**config.mk**
```make
export PLATFORM = sky130hd
export DESIGN_NAME = u_sequencer_flat
export DESIGN_NICKNAME = d
export VERILOG_FILES = /design/src/rtl/u_seq_if.sv /design/src/rtl/u_sequencer.sv /design/src/flat_wrapper.sv
export SDC_FILE = /design/constraint.sdc
export NUM_CORES = 1
export LEC_CHECK = 0
export ABC_AREA = 1
export BUFFER_PORTS_ARGS = -buffer_cell sky130_fd_sc_hd__buf_2
export CAP_MARGIN = 20
export CORE_UTILIZATION = 49
export DETAILED_ROUTE_END_ITERATION = 8
export GPL_ROUTABILITY_DRIVEN = 0
export HOLD_SLACK_MARGIN = 0.1
export PLACE_DENSITY = 0.81
export SKIP_LAST_GASP = 1
export SLEW_MARGIN = 20
export SYNTH_ARGS = -nofsm -noshare
export SYNTH_HDL_FRONTEND = slang
export SYNTH_SLANG_ARGS = --single-unit
```
**constraint.sdc**
```tcl
create_clock -name clk -period 2 [get_ports clk]
set_clock_uncertainty 0.15 [all_clocks]
set_input_delay 0 -clock clk [delete_from_list [all_inputs] [get_ports clk]]
set_output_delay 0 -clock clk [all_outputs]
set_load 0.03 [all_outputs]
```
**src/rtl/u_seq_if.sv**
```systemverilog
// Microsequencer bus: control-word fields, status inputs, and sequencer outputs.
// Ports: master drives control/status and samples outputs; slave is the sequencer.
interface u_seq_if #(
  parameter int UADDR_W = 15
);
  logic               u_en;
  logic [1:0]         typ;
  logic [6:0]         offset;
  logic               cond_invert;
  logic               cond_flag_src;
  logic [3:0]         cond_sel;
  logic               escape;
  logic [7:0]         ir;
  logic [3:0]         cpu_flags;
  logic [3:0]         u_flags;
  logic               irq_pending;
  logic               irq_en;
  logic               dma_req;
  logic               halt;
  logic [UADDR_W-1:0] uaddr;
  logic               cond_true;
  logic               int_ack;
  logic               dma_ack;
  logic               halted;

  modport master (
    output u_en, typ, offset, cond_invert,
    output cond_flag_src, cond_sel, escape, ir,
    output cpu_flags, u_flags, irq_pending,
    output irq_en, dma_req, halt,
    input  uaddr, cond_true, int_ack,
    input  dma_ack, halted
  );

  modport slave (
    input  u_en, typ, offset, cond_invert,
    input  cond_flag_src, cond_sel, escape, ir,
    input  cpu_flags, u_flags, irq_pending,
    input  irq_en, dma_req, halt,
    output uaddr, cond_true, int_ack,
    output dma_ack, halted
  );
endinterface

```
**src/rtl/u_sequencer.sv**
```systemverilog
// Microcode sequencer: next-microaddress logic, condition eval, RUN/DMA_HOLD/HALT.
// Ports: clk, arst_n (async low), s (u_seq_if.slave). DMA via U_SEQUENCER_DMA_EN.
module u_sequencer #(
  parameter int                 UADDR_W    = 15,
  parameter logic [UADDR_W-1:0] FETCH_ADDR = 15'h0000,
  parameter logic [UADDR_W-1:0] INT_ADDR   = 15'h0040
) (
  input  logic   clk,
  input  logic   arst_n,
  u_seq_if.slave s
);

  typedef enum logic [1:0] {
    RUN      = 2'd0,
    DMA_HOLD = 2'd1,
    HALT     = 2'd2
  } state_t;

  state_t             state_q;
  logic [UADDR_W-1:0] uaddr_q;
  logic               int_ack_q;
  logic               dma_ack_q;
  logic               halted_q;

  logic [3:0]         flg;
  logic               raw;
  logic               cond;
  logic               dma_take;
  logic               irq_take;
  logic [UADDR_W-1:0] seq_d;
  logic [UADDR_W-1:0] rel_d;
  logic [UADDR_W-1:0] page_d;
  logic [UADDR_W-1:0] disp_d;

`ifdef U_SEQUENCER_DMA_EN
  assign dma_take = s.dma_req;
`else
  logic unused_dma_req;
  assign unused_dma_req = s.dma_req;
  assign dma_take = 1'b0;
`endif

  // flags packed {of,sf,cf,zf}
  always_comb begin
    flg = s.cond_flag_src ? s.u_flags : s.cpu_flags;
    raw = 1'b0;
    case (s.cond_sel)
      4'd0:    raw = flg[0];
      4'd1:    raw = flg[1];
      4'd2:    raw = flg[2];
      4'd3:    raw = flg[3];
      4'd4:    raw = flg[0] | flg[1];
      4'd5:    raw = flg[2] ^ flg[3];
      4'd6:    raw = (flg[2] ^ flg[3]) | flg[0];
      4'd7:    raw = 1'b1;
      4'd8:    raw = s.irq_pending & s.irq_en;
      default: raw = 1'b0;
    endcase
  end

  assign cond = raw ^ s.cond_invert;

  // Suppress back-to-back vectoring so int_ack never stretches.
  assign irq_take = s.irq_pending & s.irq_en & ~int_ack_q;

  assign seq_d  = uaddr_q + 1'b1;
  assign rel_d  = uaddr_q + {{(UADDR_W-7){s.offset[6]}}, s.offset};
  assign page_d = {uaddr_q[UADDR_W-1:6], s.offset[5:0]};
  assign disp_d = UADDR_W'({s.escape, s.ir, 6'b0});

  always_ff @(posedge clk or negedge arst_n) begin
    if (!arst_n) begin
      state_q   <= RUN;
      uaddr_q   <= FETCH_ADDR;
      int_ack_q <= 1'b0;
      dma_ack_q <= 1'b0;
      halted_q  <= 1'b0;
    end else begin
      int_ack_q <= 1'b0;
      unique case (state_q)
        RUN: begin
          if (s.u_en) begin
            unique case (s.typ)
              2'b00: uaddr_q <= cond ? rel_d : seq_d;
              2'b01: uaddr_q <= cond ? page_d : seq_d;
              2'b10: uaddr_q <= disp_d;
              2'b11: begin
                uaddr_q <= FETCH_ADDR;
                if (dma_take) begin
                  state_q   <= DMA_HOLD;
                  dma_ack_q <= 1'b1;
                end else if (irq_take) begin
                  uaddr_q   <= INT_ADDR;
                  int_ack_q <= 1'b1;
                end else if (s.halt) begin
                  state_q  <= HALT;
                  halted_q <= 1'b1;
                end
              end
            endcase
          end
        end
        DMA_HOLD: begin
          uaddr_q <= FETCH_ADDR;
          if (!dma_take) begin
            state_q   <= RUN;
            dma_ack_q <= 1'b0;
          end
        end
        HALT: begin
          uaddr_q <= FETCH_ADDR;
          if (dma_take) begin
            state_q   <= DMA_HOLD;
            dma_ack_q <= 1'b1;
            halted_q  <= 1'b0;
          end else if (irq_take) begin
            state_q   <= RUN;
            uaddr_q   <= INT_ADDR;
            int_ack_q <= 1'b1;
            halted_q  <= 1'b0;
          end
        end
        default: begin
          state_q   <= RUN;
          uaddr_q   <= FETCH_ADDR;
          dma_ack_q <= 1'b0;
          halted_q  <= 1'b0;
        end
      endcase
    end
  end

  assign s.uaddr     = uaddr_q;
  assign s.cond_true = cond;
  assign s.int_ack   = int_ack_q;
  assign s.dma_ack   = dma_ack_q;
  assign s.halted    = halted_q;

endmodule

```
**src/flat_wrapper.sv**
```systemverilog
// flat-port wrapper written by rule: the top's interface ports become plain ports
module u_sequencer_flat 
#(
  parameter int                 UADDR_W    = 15,
  parameter logic [UADDR_W-1:0] FETCH_ADDR = 15'h0000,
  parameter logic [UADDR_W-1:0] INT_ADDR   = 15'h0040
)
  (clk, arst_n, s_u_en, s_typ, s_offset, s_cond_invert, s_cond_flag_src, s_cond_sel, s_escape, s_ir, s_cpu_flags, s_u_flags, s_irq_pending, s_irq_en, s_dma_req, s_halt, s_uaddr, s_cond_true, s_int_ack, s_dma_ack, s_halted);
  u_seq_if #(.UADDR_W(UADDR_W)) s_i ();
  input  logic clk;
  input  logic arst_n;
  input wire logic [$bits(s_i.u_en)-1:0] s_u_en;
  input wire logic [$bits(s_i.typ)-1:0] s_typ;
  input wire logic [$bits(s_i.offset)-1:0] s_offset;
  input wire logic [$bits(s_i.cond_invert)-1:0] s_cond_invert;
  input wire logic [$bits(s_i.cond_flag_src)-1:0] s_cond_flag_src;
  input wire logic [$bits(s_i.cond_sel)-1:0] s_cond_sel;
  input wire logic [$bits(s_i.escape)-1:0] s_escape;
  input wire logic [$bits(s_i.ir)-1:0] s_ir;
  input wire logic [$bits(s_i.cpu_flags)-1:0] s_cpu_flags;
  input wire logic [$bits(s_i.u_flags)-1:0] s_u_flags;
  input wire logic [$bits(s_i.irq_pending)-1:0] s_irq_pending;
  input wire logic [$bits(s_i.irq_en)-1:0] s_irq_en;
  input wire logic [$bits(s_i.dma_req)-1:0] s_dma_req;
  input wire logic [$bits(s_i.halt)-1:0] s_halt;
  output wire logic [$bits(s_i.uaddr)-1:0] s_uaddr;
  output wire logic [$bits(s_i.cond_true)-1:0] s_cond_true;
  output wire logic [$bits(s_i.int_ack)-1:0] s_int_ack;
  output wire logic [$bits(s_i.dma_ack)-1:0] s_dma_ack;
  output wire logic [$bits(s_i.halted)-1:0] s_halted;
  assign s_i.u_en = s_u_en;
  assign s_i.typ = s_typ;
  assign s_i.offset = s_offset;
  assign s_i.cond_invert = s_cond_invert;
  assign s_i.cond_flag_src = s_cond_flag_src;
  assign s_i.cond_sel = s_cond_sel;
  assign s_i.escape = s_escape;
  assign s_i.ir = s_ir;
  assign s_i.cpu_flags = s_cpu_flags;
  assign s_i.u_flags = s_u_flags;
  assign s_i.irq_pending = s_irq_pending;
  assign s_i.irq_en = s_irq_en;
  assign s_i.dma_req = s_dma_req;
  assign s_i.halt = s_halt;
  assign s_uaddr = s_i.uaddr;
  assign s_cond_true = s_i.cond_true;
  assign s_int_ack = s_i.int_ack;
  assign s_dma_ack = s_i.dma_ack;
  assign s_halted = s_i.halted;
  u_sequencer #(.UADDR_W(UADDR_W), .FETCH_ADDR(FETCH_ADDR), .INT_ADDR(INT_ADDR)) u_core (.clk(clk), .arst_n(arst_n), .s(s_i));
endmodule
```
# Word level (Yosys, flattened, before mapping)

Index checks and enable logic that the tools add are counted.
W data, S select, Z words.

Register bits: 19
Input bits: 39
Logic and storage cells: 64

Reductions and logical operators: 6
Add/sub/neg operators: 2
Mux-type cells: 24
Equality and inequality tests: 19
Bitwise operators: 8

Operator list:

| kind                    | count |
|---|---|
| $pmux W15 S4            | 1 |
| $mux W15                | 3 |
| $pmux W15 S2            | 1 |
| $eq A4 B3 Y1 const B    | 4 |
| $add A15 B1 Y15 const B | 1 |
| $add A15 B15 Y15        | 1 |
| $mux W2                 | 5 |
| $pmux W1 S9             | 1 |
| $eq A4 B2 Y1 const B    | 2 |
| $mux W1                 | 8 |
| $ne A2 B2 Y1 const B    | 4 |
| $mux W7                 | 1 |
| $eq A2 B2 Y1 const B    | 3 |
| $reduce_and A6 Y1       | 1 |
| $reduce_and A5 Y1       | 1 |
| $eq A2 B1 Y1 const B    | 2 |
| $eq A4 B1 Y1 const B    | 1 |
| $eq A4 B4 Y1 const B    | 1 |
| $logic_not A2 Y1        | 2 |
| $logic_not A4 Y1        | 1 |
| $mux W4                 | 1 |
| $pmux W2 S2             | 1 |
| $ne A3 B3 Y1 const B    | 1 |
| $pmux W1 S3             | 1 |
| other kinds (7)         | 11 |

# Longest topological paths before layout

Gate-level depths: netlist of the first run.

Depth after elaboration: 9
Depth in mapped cells: 18
Depth with buffers taken out: 17

# Worst setup path after synthesis of the first run

OpenSTA, ideal clock, no wires.

Path type: register to register
From: register u_core.uaddr_q[3] (netlist: u_core.s.uaddr[3])
To: register u_core.uaddr_q[12] (netlist: u_core.s.uaddr[12])
Required time: 1,733 ps
Clock period less this slack: 2,245 ps
Path slack: -245 ps
Stages on the path, launching flop included: 12
Arrival time: 1,978 ps
Cells stage by stage: dfrtp_1 -> ha_1 -> a21oi_1 -> o21ai_0 -> nand2_1 -> nand3_1 -> a21o_1 -> or2_2 -> nand3_1 -> nand3_1 -> nand3_1 -> nand2_1

Cells in the longest elaborated chain, start to end: 5

RTL lines:

| what                                                | RTL line                             | RTL |
|---|---|---|
| start: declaration                                  | u_sequencer.sv:20                    | `logic [UADDR_W-1:0] uaddr_q;` |
| start signal: assignment                            | u_sequencer.sv:84                    | `2'b00: uaddr_q <= cond ? rel_d : seq_d;` |
| start signal: assignment                            | u_sequencer.sv:85                    | `2'b01: uaddr_q <= cond ? page_d : seq_d;` |
| start signal: assignment                            | u_sequencer.sv:86                    | `2'b10: uaddr_q <= disp_d;` |
| $add A15 B1 Y15 or $add A15 B15 Y15 (tied branches) | u_sequencer.sv:66, u_sequencer.sv:67 |  |
| $mux W15 (on tied branches)                         | u_sequencer.sv:85, u_sequencer.sv:84 |  |
| $pmux W15 S4 *                                      | u_sequencer.sv:83                    | `unique case (s.typ)` |
| $mux W15 *                                          | u_sequencer.sv:82                    | `if (s.u_en) begin` |
| $pmux W15 S2 *                                      | u_sequencer.sv:80                    | `unique case (state_q)` |

Every way passes the cells marked *; elsewhere a longest branch is shown, timed or not. The select of a mux whose other input is x is not followed.
A chain may end at the register's enable or synchronous reset.

# Worst setup path after layout of the first run

From: register u_core.uaddr_q[1] (netlist: u_core.s.uaddr[1])
To: register u_core.uaddr_q[14] (netlist: u_core.s.uaddr[14])

The elaborated chain is that of the path after synthesis.

==> results of run 1 <==
==> flip-flops by register name (all words and copies together) (netlist names) <==
| register | flops |
|---|---|
| u_core.s.int_ack | 1 |
| u_core.s.uaddr | 15 |
| u_core.state_q | 1 |
==> repair_timing <==
action / 4_1_cts / 5_1_grt
endpoints found under the setup margin: 10 / 13
gates resized for setup: 29 / 46
gates cloned: 0 / 1
hold buffers: 23 / 1
setup buffers: 2 / 3
hold endpoints to repair: 34 / 1
pin swaps: 14 / 26
==> routing by layer <==
layer,track usage (%),up-vias
li1,-,1522
met1,43.50,1569
met2,55.87,331
met3,3.797,115
met4,11.56,0
met5,0,-
==> cell type report <==
cell class | count | area (µm²) | share of cell area [%]
Inverter | 63 | 239.0 | 6.459
Multi-Input combinational cell | 309 | 2009 | 54.31
Clock buffer | 3 | 41.29 | 1.116
Timing Repair Buffer | 126 | 902.1 | 24.38
Clock inverter | 1 | 5.005 | 0.1353
Sequential cell | 17 | 437.9 | 11.84
Tap cell | 52 | 65.06 | 1.759
==> metrics by stage <==
| step | setup slack, ns | power [W] | util, % | instance area [µm²] | hold WS (ns) |
|---|---|---|---|---|---|
| after floorplan | -0.1074 | 0.001241 | - | 2436 | -0.4456 |
| after global placement | -0.09815 | 0.001668 | 68.20 | 3052 | -0.1863 |
| after detailed placement | -0.1555 | 0.001706 | 68.20 | 3052 | -0.1929 |
| after CTS | -0.06594 | 0.002124 | 77.88 | 3485 | 0.1069 |
| after global routing | -0.4469 | 0.002500 | 82.69 | 3700 | 0.1670 |
| final | -0.4681 | 0.002410 | 82.69 | 3700 | 0.1295 |
==> cells in the final DEF, fill, tap and decap left out, types with 7 or more instances in the layout <==
cell type,n
dfrtp_1,7
nand3_1,21
dlygate4sd3_1,23
o21ai_0,18
nand2_2,19
nand2_1,109
a21oi_1,13
nand3_2,10
inv_1,55
buf_4,46
buf_2,54
nand4_1,7
o21ai_1,18
nor2_1,17
xor2_1,12
ha_4,11
dfrtp_2,10
==> final timing paths <==
check | startpoint | end | slack, ns | depth (start not counted)
setup / recovery | u_core.s.uaddr[1]$_DFFE_PN0P_ | u_core.s.uaddr[14]$_DFFE_PN0P_ | -0.47 | 14
hold / removal | s_offset[0] | u_core.s.uaddr[0]$_DFFE_PN0P_ | 0.13 | 6
min in group asynchronous | arst_n | u_core.s.uaddr[0]$_DFFE_PN0P_ | 0.81 | 3
max in group asynchronous | arst_n | u_core.s.uaddr[9]$_DFFE_PN0P_ | 0.24 | 3
setup reg to reg | u_core.s.uaddr[1]$_DFFE_PN0P_ | u_core.s.uaddr[14]$_DFFE_PN0P_ | -0.47 | 14
hold reg to reg | u_core.s.int_ack$_DFF_PN0_ | u_core.s.int_ack$_DFF_PN0_ | 0.47 | 3
==> power by group <==
| group | total (W) | internal, W | switching [W] |
|---|---|---|---|
| sequential | 0.000472 | 0.000402 | 0.0000709 |
| combinational | 0.00164 | 0.000665 | 0.000975 |
| clock | 0.000297 | 0.000139 | 0.000158 |
| total | 0.00241 | 0.00121 | 0.00120 |
==> logic make-up after synthesis <==
| logic type | Yosys count | synth area share, % |
|---|---|---|
| buffers and inverters | 70 | 12.25 |
| AO/OA/AOI/OAI | 73 | 17.14 |
| other | 1 | 0.1590 |
| adder cells (fa/ha/maj) | 16 | 8.806 |
| AND/OR/NAND/NOR | 204 | 38.04 |
| flip-flops | 17 | 18.04 |
| XOR/XNOR | 15 | 5.570 |
==> worst min-delay path, delay by kind of cell <==
| family | cells | cell delay, ns |
|---|---|---|
| fa+ha+maj | 1 | 0.12 |
| buf+inv | 1 | 0.10 |
| compound gates | 1 | 0.08 |
| simple gates | 3 | 0.21 |
==> flow_summary.json, run 1 <==
{
  "leakagePower_nw": 1.955,
  "crit_type": "reg -> reg",
  "cp_cell_sequence": "ha_4, nand2_4, nor2_4, nand3_4, nor3_4, nand2_2, nor2_4, nand3_2, nand2_1, nand2_1, nand2_2, nand3_1, nand3_1, nand2_1",
  "route.met2.wl_um": 4639,
  "boundaryPins": 58,
  "finalCriticalPeriod_ns": 2.468,
  "clock_sinks": 17,
  "slew_viol_final": 0,
  "slew_headroom_pct": 35.63,
  "end_kind": "flop",
  "crit_family": "simple AND/OR/NAND/NOR gates",
  "met3_wirelength_um": 1364,
  "synth_top_area_share_pct": 19.42,
  "syn2layout_area_growth_pct": 56.87,
  "synth.distinct_cells": 36,
  "syn_inst": 396,
  "synth_most_common_cell": "nand2_1",
  "status": "finished, violations left",
  "core_area_um2": 4474,
  "cap_violations": 0,
  "wl_um": 10640,
  "std_cell_rows": 24,
  "ys_warn_count": 0,
  "top_layer": "met4",
  "synth_top_flop_cell": "dfrtp_1",
  "synth_area_per_cell_um2": 5.956,
  "seq_area_frac_synth_pct": 18.04,
  "grt_pass1_wl_um": 13390,
  "worstPathMaxFanout": 4,
  "die_area_um2": 5094,
  "vias": 3537,
  "place_inst": 538,
  "num_antenna_cells": 0,
  "port_buffers": 55,
  "cts_tree": "built",
  "path_clk_slew_ns": 0.09,
  "grt_max_degree": 23,
  "fill_cells": 253,
  "cts_max_level": 1,
  "grt_use_total_pct": 32.96,
  "vdd_drop_max_uv": 528.9,
  "clock_path_buffers": 2,
  "finalNonFillerCells": 571,
  "drt_drc_violations_left": 1,
  "power_density_nw_per_um2": 651.3,
  "setup_viol": 11,
  "crit_top_cell": "nand2_1",
  "synth_edf_count": 0,
  "period_share_pct": 123.4,
  "arrival_ns": 2.46,
  "drtPass1Iterations": 9,
  "via_per_inst": 6.194,
  "synth_area_um2": 2359,
  "synth_fp_nets": 451,
  "violations": "design-rule violations, negative setup slack",
  "cts_made_buffers": 3,
  "nets": 575,
  "wl_met1_um": 3845,
  "drt-initial-drc-count": 558,
  "required_ns": 1.99,
  "synthArstFlopShare_pct": 100.0,
  "clkLatencyLatePin_ns": 0.27,
  "drive_above_1_share_pct": 38.34,
  "crit_path_max_incr_delay_ns": 0.44,
  "synth.area.top_cells": "nand2_1, dfrtp_1, inv_1, ha_1, nand3_1",
  "antenna_found_initial": 0,
  "postRouteAntennaNets": 0,
  "synth_top_area_cell": "nand2_1",
  "die_y_um": 71.38,
  "overflow": 0,
  "rsz0062_at_grt": "true",
  "finalWorstSetupSlack_ns": -0.4681,
  "hpwl_um": 5734,
  "ys_ff_latch": 17,
  "fmax_ghz": 0.4052,
  "initial_core_util_pct": 52.71,
  "yosys-top-cells-count": "nand2_1, inv_1, nand3_1, o21ai_0, nor2_1",
  "wire_per_inst_um": 18.63,
  "cp_slowest_cell": "dfrtp_2",
  "hold_viol_final": 0,
  "grt_pass1_vias": 2965,
  "min_path_type": "in -> reg",
  "start_kind": "flop",
  "tns_ns": -2.490,
  "cts_root_buffer": "clkbuf_8",
  "worst_slew_pin_slew_ns": 0.9623,
  "timing.critical_path.buf_inv": 0,
  "die_w_um": 71.38
}
No activity file was read; power rests on OpenSTA's default activity.
==> inputs of run 2 (changes only) <==
--- a/config.mk
+++ b/config.mk
@@ -11,6 +11,7 @@
 export CORE_UTILIZATION = 49
 export DETAILED_ROUTE_END_ITERATION = 8
 export GPL_ROUTABILITY_DRIVEN = 0
+export GPL_TIMING_DRIVEN = 0
 export HOLD_SLACK_MARGIN = 0.1
 export PLACE_DENSITY = 0.81
 export SKIP_LAST_GASP = 1
==> flow_summary.json, run 2 (synthesis gave the netlist of run 1 again) <==
{
  "layout_common_cells": "nand2_1, buf_2, inv_1",
  "fmax_ghz": 0.4386,
  "end_kind": "flop",
  "rsz0062_at_grt": "true",
  "finalCriticalPeriod_ns": 2.280,
  "cts_tree": "built",
  "boundaryPins": 58,
  "core_area_um2": 4474,
  "grt_max_degree": 18,
  "clock_path_buffers": 2,
  "path_clk_slew_ns": 0.08,
  "grt_pass1_vias": 3147,
  "worst_slew_pin_slew_ns": 0.8850,
  "hpwl_um": 5098,
  "drt-initial-drc-count": 426,
  "die_area_um2": 5094,
  "r2r_cells": 11,
  "final_util_pct": 82.83,
  "holdPathStages": 8,
  "cap_violations": 0,
  "cts_made_buffers": 3,
  "timing.critical_path.buf_inv": 1,
  "nets": 566,
  "crit_family": "flip-flops",
  "cts_max_level": 1,
  "slew_viol_final": 0,
  "wire_per_inst_um": 17.40,
  "start_kind": "flop",
  "worstPathMaxFanout": 4,
  "period_share_pct": 114.0,
  "final_common_cell": "nand2_1",
  "antenna_found_initial": 0,
  "cts_root_buffer": "clkbuf_8",
  "status": "finished, violations left",
  "syn2layout_area_growth_pct": 57.14,
  "cp_slowest_cell": "dfrtp_2",
  "via_per_inst": 5.996,
  "arrival_ns": 2.29,
  "dp_slack_ns": -0.2526,
  "overflow": 0,
  "num_antenna_cells": 0,
  "clkLatencyLatePin_ns": 0.26,
  "setup_viol": 11,
  "postRouteAntennaNets": 0,
  "wl_um": 9781,
  "hold_viol_final": 0,
  "vdd_drop_max_uv": 512.1,
  "port_buffers": 54,
  "grt_use_total_pct": 37.47,
  "cp.depth": 11,
  "vias": 3370,
  "violations": "design-rule violations, negative setup slack",
  "crit_type": "reg -> reg",
  "slew_headroom_pct": 40.81,
  "drt_drc_violations_left": 1,
  "std_cell_rows": 24,
  "largest_register_ffs": 15,
  "required_ns": 2.01,
  "finalWorstSetupSlack_ns": -0.2798,
  "cp_cell_sequence": "ha_4, clkinvlp_4, nor3_4, a21oi_2, o21bai_1, xor2_1, o21ai_1, nand2_1, nand2_1, nand2_1, nand2_1",
  "drtPass1Iterations": 7,
  "die_y_um": 71.38,
  "leakagePower_nw": 1.886,
  "clock_sinks": 17,
  "drive_above_1_share_pct": 37.25,
  "die_w_um": 71.38,
  "initial_core_util_pct": 52.71,
  "tns_ns": -2.008,
  "grt_pass1_wl_um": 14920,
  "power_density_nw_per_um2": 652.9,
  "crit_top_cell": "nand2_1",
  "crit_path_max_incr_delay_ns": 0.46,
  "min_path_type": "in -> reg"
}
[run 2: cell count changes in the layout (fill, tap and decap cells not counted), moves of 3 or more]
cell,before,now
clkbuf_1,0,3
buf_6,1,8
ha_1,4,1
buf_4,46,27
[run 2: through the flow]
stage,hold WS [ns],total power (W),instance area (µm²),cells
finish,0.1524,0.002420,3706,562
global route,0.2051,0.002530,3706,562
CTS,0.1569,0.002131,3546,557
detailed placement,-0.1877,0.001526,2771,502
global placement,-0.1994,0.001502,2771,502
floorplan,-0.4456,0.001241,2436,396
[run 2: metal layers]
metal	global-route usage, %	routed length (µm)	vias up
li1	-	-	1521
met3	3.235	1088	60
met2	63.28	4558	274
met1	47.53	3716	1515
met4	20.22	418	0
met5	0	0	-
[run 2: final cells by class]
cell class	instances	area, µm²
buffer	7	52.55
clock buffer	3	41.29
clock inverter	1	5.005
fill	268	768.2
inverter	63	244.0
multi-input combinational	309	2088
sequential	17	437.9
tap	52	65.06
timing repair buffer	110	772.0
[run 2: worst min-delay path, cell delays in order]
cell and delay [ns]:
buf_2 0.11, nand2_1 0.08, nand3_1 0.07, nand2_1 0.05, nand2_1 0.05, nand3_1 0.07, nand2_1 0.06, nand2_1 0.04
[run 2: power breakdown]
part | internal (W) | switching (W) | leakage [nW] | total [W]
sequential | 0.000401 | 0.0000937 | 0.209 | 0.000495
clock | 0.000139 | 0.000143 | 0.0255 | 0.000282
combinational | 0.000673 | 0.000969 | 1.65 | 0.00164
total | 0.00121 | 0.00121 | 1.89 | 0.00242
[run 2: final timing paths]
kind | slack (ns) | endpoint | start
worst min-delay path | 0.15 | u_core.s.uaddr[6]$_DFFE_PN0P_ | s_cond_invert
worst max register to register | -0.28 | u_core.s.uaddr[8]$_DFFE_PN0P_ | u_core.s.uaddr[2]$_DFFE_PN0P_
worst max-delay path | -0.28 | u_core.s.uaddr[8]$_DFFE_PN0P_ | u_core.s.uaddr[2]$_DFFE_PN0P_
max in group asynchronous | 0.31 | u_core.s.uaddr[0]$_DFFE_PN0P_ | arst_n
worst min register to register | 0.45 | u_core.s.int_ack$_DFF_PN0_ | u_core.s.int_ack$_DFF_PN0_
min in group asynchronous | 0.79 | u_core.s.uaddr[10]$_DFFE_PN0P_ | arst_n
[run 2: timing repair]
item / CTS / global route
endpoints found under the setup margin: 11 / 12
hold endpoints to repair: 34 / 0
pin swaps: 41 / 18
setup buffers: 26 / 5
hold buffers: 25 / 0
gates resized for setup: 55 / 27
==> inputs of run 3 (changes only) <==
--- a/config.mk
+++ b/config.mk
@@ -5,15 +5,15 @@
 export SDC_FILE = /design/constraint.sdc
 export NUM_CORES = 1
 export LEC_CHECK = 0
-export ABC_AREA = 1
+export ABC_CLOCK_PERIOD_IN_PS = 2000
 export BUFFER_PORTS_ARGS = -buffer_cell sky130_fd_sc_hd__buf_2
 export CAP_MARGIN = 20
-export CORE_UTILIZATION = 49
+export CORE_UTILIZATION = 48
 export DETAILED_ROUTE_END_ITERATION = 8
 export GPL_ROUTABILITY_DRIVEN = 0
 export GPL_TIMING_DRIVEN = 0
 export HOLD_SLACK_MARGIN = 0.1
-export PLACE_DENSITY = 0.81
+export PLACE_DENSITY = 0.76
 export SKIP_LAST_GASP = 1
 export SLEW_MARGIN = 20
 export SYNTH_ARGS = -nofsm -noshare
==> flow_summary.json, run 3 <==
{
  "layout_common_cells": "buf_2, nor2_1, nand2_1, dlygate4sd3_1, a21oi_1",
  "via_per_inst": 5.936,
  "drive_above_1_share_pct": 32.77,
  "crit_type": "reg -> reg",
  "synth_top_flop_cell": "dfrtp_1",
  "initial_core_util_pct": 51.03,
  "yosys-top-cells-count": "nor2_1, nand2_1, a21oi_1, dfrtp_1",
  "die_y_um": 67.68,
  "end_kind": "flop",
  "setup_viol": 13,
  "grt_max_degree": 18,
  "syn_inst": 262,
  "synth_edf_count": 0,
  "finalCriticalPeriod_ns": 2.755,
  "grt_pass1_wl_um": 9922,
  "synth_top_area_cell": "dfrtp_1",
  "overflow": 0,
  "cts_tree": "built",
  "seq_area_frac_synth_pct": 20.54,
  "violations": "negative setup slack",
  "core_area_um2": 4058,
  "syn2layout_area_growth_pct": 44.23,
  "fill_cells": 320,
  "hpwl_um": 4424,
  "arrival_ns": 2.72,
  "die_area_um2": 4581,
  "synth_area_um2": 2071,
  "final_cell_area_um2": 2987,
  "final_util_pct": 73.60,
  "ys_warn_count": 0,
  "slew_viol_final": 0,
  "num_antenna_cells": 0,
  "min_path_type": "in -> reg",
  "worstPathMaxFanout": 3,
  "synth.area.top_cells": "dfrtp_1, ha_1, xor2_1, a21oi_1, nor2_1",
  "synth_fp_nets": 317,
  "ys_ff_latch": 17,
  "place_area_um2": 2531,
  "boundaryPins": 58,
  "r2r_end": "u_core.s.uaddr[14]$_DFFE_PN0P_",
  "crit_end": "u_core.s.uaddr[14]$_DFFE_PN0P_",
  "start_kind": "flop",
  "antenna_found_initial": 0,
  "largest_register_ffs": 15,
  "grt_pass1_vias": 2128,
  "clock_path_buffers": 2,
  "grt_use_total_pct": 28.96,
  "drt_drc_violations_left": 0,
  "postRouteAntennaNets": 0,
  "fmax_ghz": 0.3630,
  "startpoint": "u_core.s.uaddr[0]$_DFFE_PN0P_",
  "slew_headroom_pct": 41.38,
  "cts_root_buffer": "clkbuf_8",
  "drtPass1Iterations": 4,
  "reg2reg_from": "u_core.s.uaddr[0]$_DFFE_PN0P_",
  "synth_top_area_share_pct": 20.54,
  "finalWorstSetupSlack_ns": -0.7547,
  "vdd_drop_max_uv": 354.8,
  "status": "finished, violations left",
  "required_ns": 1.97,
  "cts_max_level": 1,
  "worst_slew_pin_slew_ns": 0.8764,
  "rsz0062_at_grt": "true",
  "wl_um": 6562,
  "cts_made_buffers": 3,
  "nets": 410,
  "drt-initial-drc-count": 181,
  "final_common_cell": "buf_2",
  "synth.distinct_cells": 58,
  "port_buffers": 53,
  "period_share_pct": 137.7,
  "die_w_um": 67.68,
  "cap_violations": 0,
  "synthArstFlopShare_pct": 100.0,
  "wire_per_inst_um": 16.24,
  "r2r_cells": 11,
  "dp_slack_ns": -0.9356,
  "power_density_nw_per_um2": 698.9,
  "hold_viol_final": 0,
  "clock_sinks": 17,
  "clkLatencyLatePin_ns": 0.26,
  "synth_area_per_cell_um2": 7.904,
  "reg2reg_setup_slack_ns": -0.75,
  "leakagePower_nw": 1.366,
  "hp-start": "s_typ[1]",
  "vias": 2398,
  "std_cell_rows": 23,
  "path_clk_slew_ns": 0.08,
  "synth_most_common_cell": "nor2_1"
}
==> run 3: cell count changes in the layout (fill, tap and decap cells not counted), moves of 13 or more <==
| cell | before | now |
|---|---|---|
| buf_4 | 27 | 14 |
| inv_1 | 53 | 13 |
| nand2_1 | 111 | 20 |
| nand2_2 | 19 | 0 |
| nand3_1 | 21 | 8 |
| o21ai_1 | 17 | 2 |
==> run 3: cell type report <==
cell class / instances / area, µm² / share of cell area, %
Clock buffer: 4 / 45.04 / 1.508
Sequential cell: 17 / 435.4 / 14.58
Timing Repair Buffer: 88 / 608.1 / 20.36
Tap cell: 50 / 62.56 / 2.095
Buffer: 9 / 60.06 / 2.011
Multi-Input combinational cell: 221 / 1719 / 57.56
Inverter: 15 / 56.30 / 1.885
==> run 3: cells by family (layout without fill, tap and decap cells) <==
kind of cell | after synthesis | count (layout) | share of synthesized area (%)
compound gates | 87 | 87 | 30.39
xor+xnor | 22 | 22 | 9.305
fa+ha+maj | 16 | 16 | 10.03
buf+inv | 24 | 116 | 5.015
flops | 17 | 17 | 20.54
mux | 6 | 6 | 3.625
other cells | 1 | 1 | 0.1811
simple gates | 89 | 89 | 20.91
==> run 3: worst min path at each step <==
stage / end / slack (ns) / cells past startpoint
floorplan: u_core.s.int_ack$_DFF_PN0_ / -0.45 / 0
global placement: u_core.s.uaddr[12]$_DFFE_PN0P_ / -0.20 / 1
detailed placement: u_core.s.uaddr[12]$_DFFE_PN0P_ / -0.19 / 1
CTS: u_core.s.uaddr[9]$_DFFE_PN0P_ / 0.16 / 3
global route: u_core.s.uaddr[9]$_DFFE_PN0P_ / 0.19 / 3
finish: u_core.s.uaddr[9]$_DFFE_PN0P_ / 0.14 / 3
==> run 3: per-stage QoR <==
| step | TNS (ns) | total power [W] | instances | hold WS [ns] |
|---|---|---|---|---|
| final | -5.247 | 0.002087 | 404 | 0.1401 |
| after global routing | -6.769 | 0.002216 | 404 | 0.1941 |
| after CTS | -5.149 | 0.001992 | 400 | 0.1570 |
| after detailed placement | -8.369 | 0.001625 | 365 | -0.1889 |
| after global placement | -7.981 | 0.001604 | 365 | -0.1960 |
| after floorplan | -3.589 | 0.001341 | 262 | -0.4456 |
==> run 3: where the power goes <==
| part | switching, W | internal, W |
|---|---|---|
| logic | 0.000698 | 0.000593 |
| registers | 0.000104 | 0.000411 |
| clock network | 0.000139 | 0.000142 |
==> run 3: critical path, stage by stage, from the launching register on <==
cell and delay (ns):
dfrtp_2 0.43, ha_4 0.17, inv_2 0.05, fa_2 0.19, nor2b_2 0.05, o211ai_1 0.25
a31oi_2 0.17, a221oi_2 0.38, o21ai_2 0.11, or4_1 0.48, nand4b_1 0.11, a221oi_1 0.08
==> run 3: metal layers <==
metal  vias up  routed length [µm]  part of all wire [%]  GRT usage [%]
met5         -                   0                     0              0
met4         0                  85                   1.3          7.713
met3        11                 316                   4.8          3.209
met2        83                3264                    50          50.99
met1      1143                2897                    44          36.87
li1       1161                   -                     -              -
==> run 3: what timing repair did <==
action / CTS / global route
hold buffers: 20 / 0
pin swaps: 8 / 10
resized for setup: 8 / 14
endpoints found under the setup margin: 16 / 16
buffers inserted: 11 / 4
hold endpoints to repair: 33 / 0
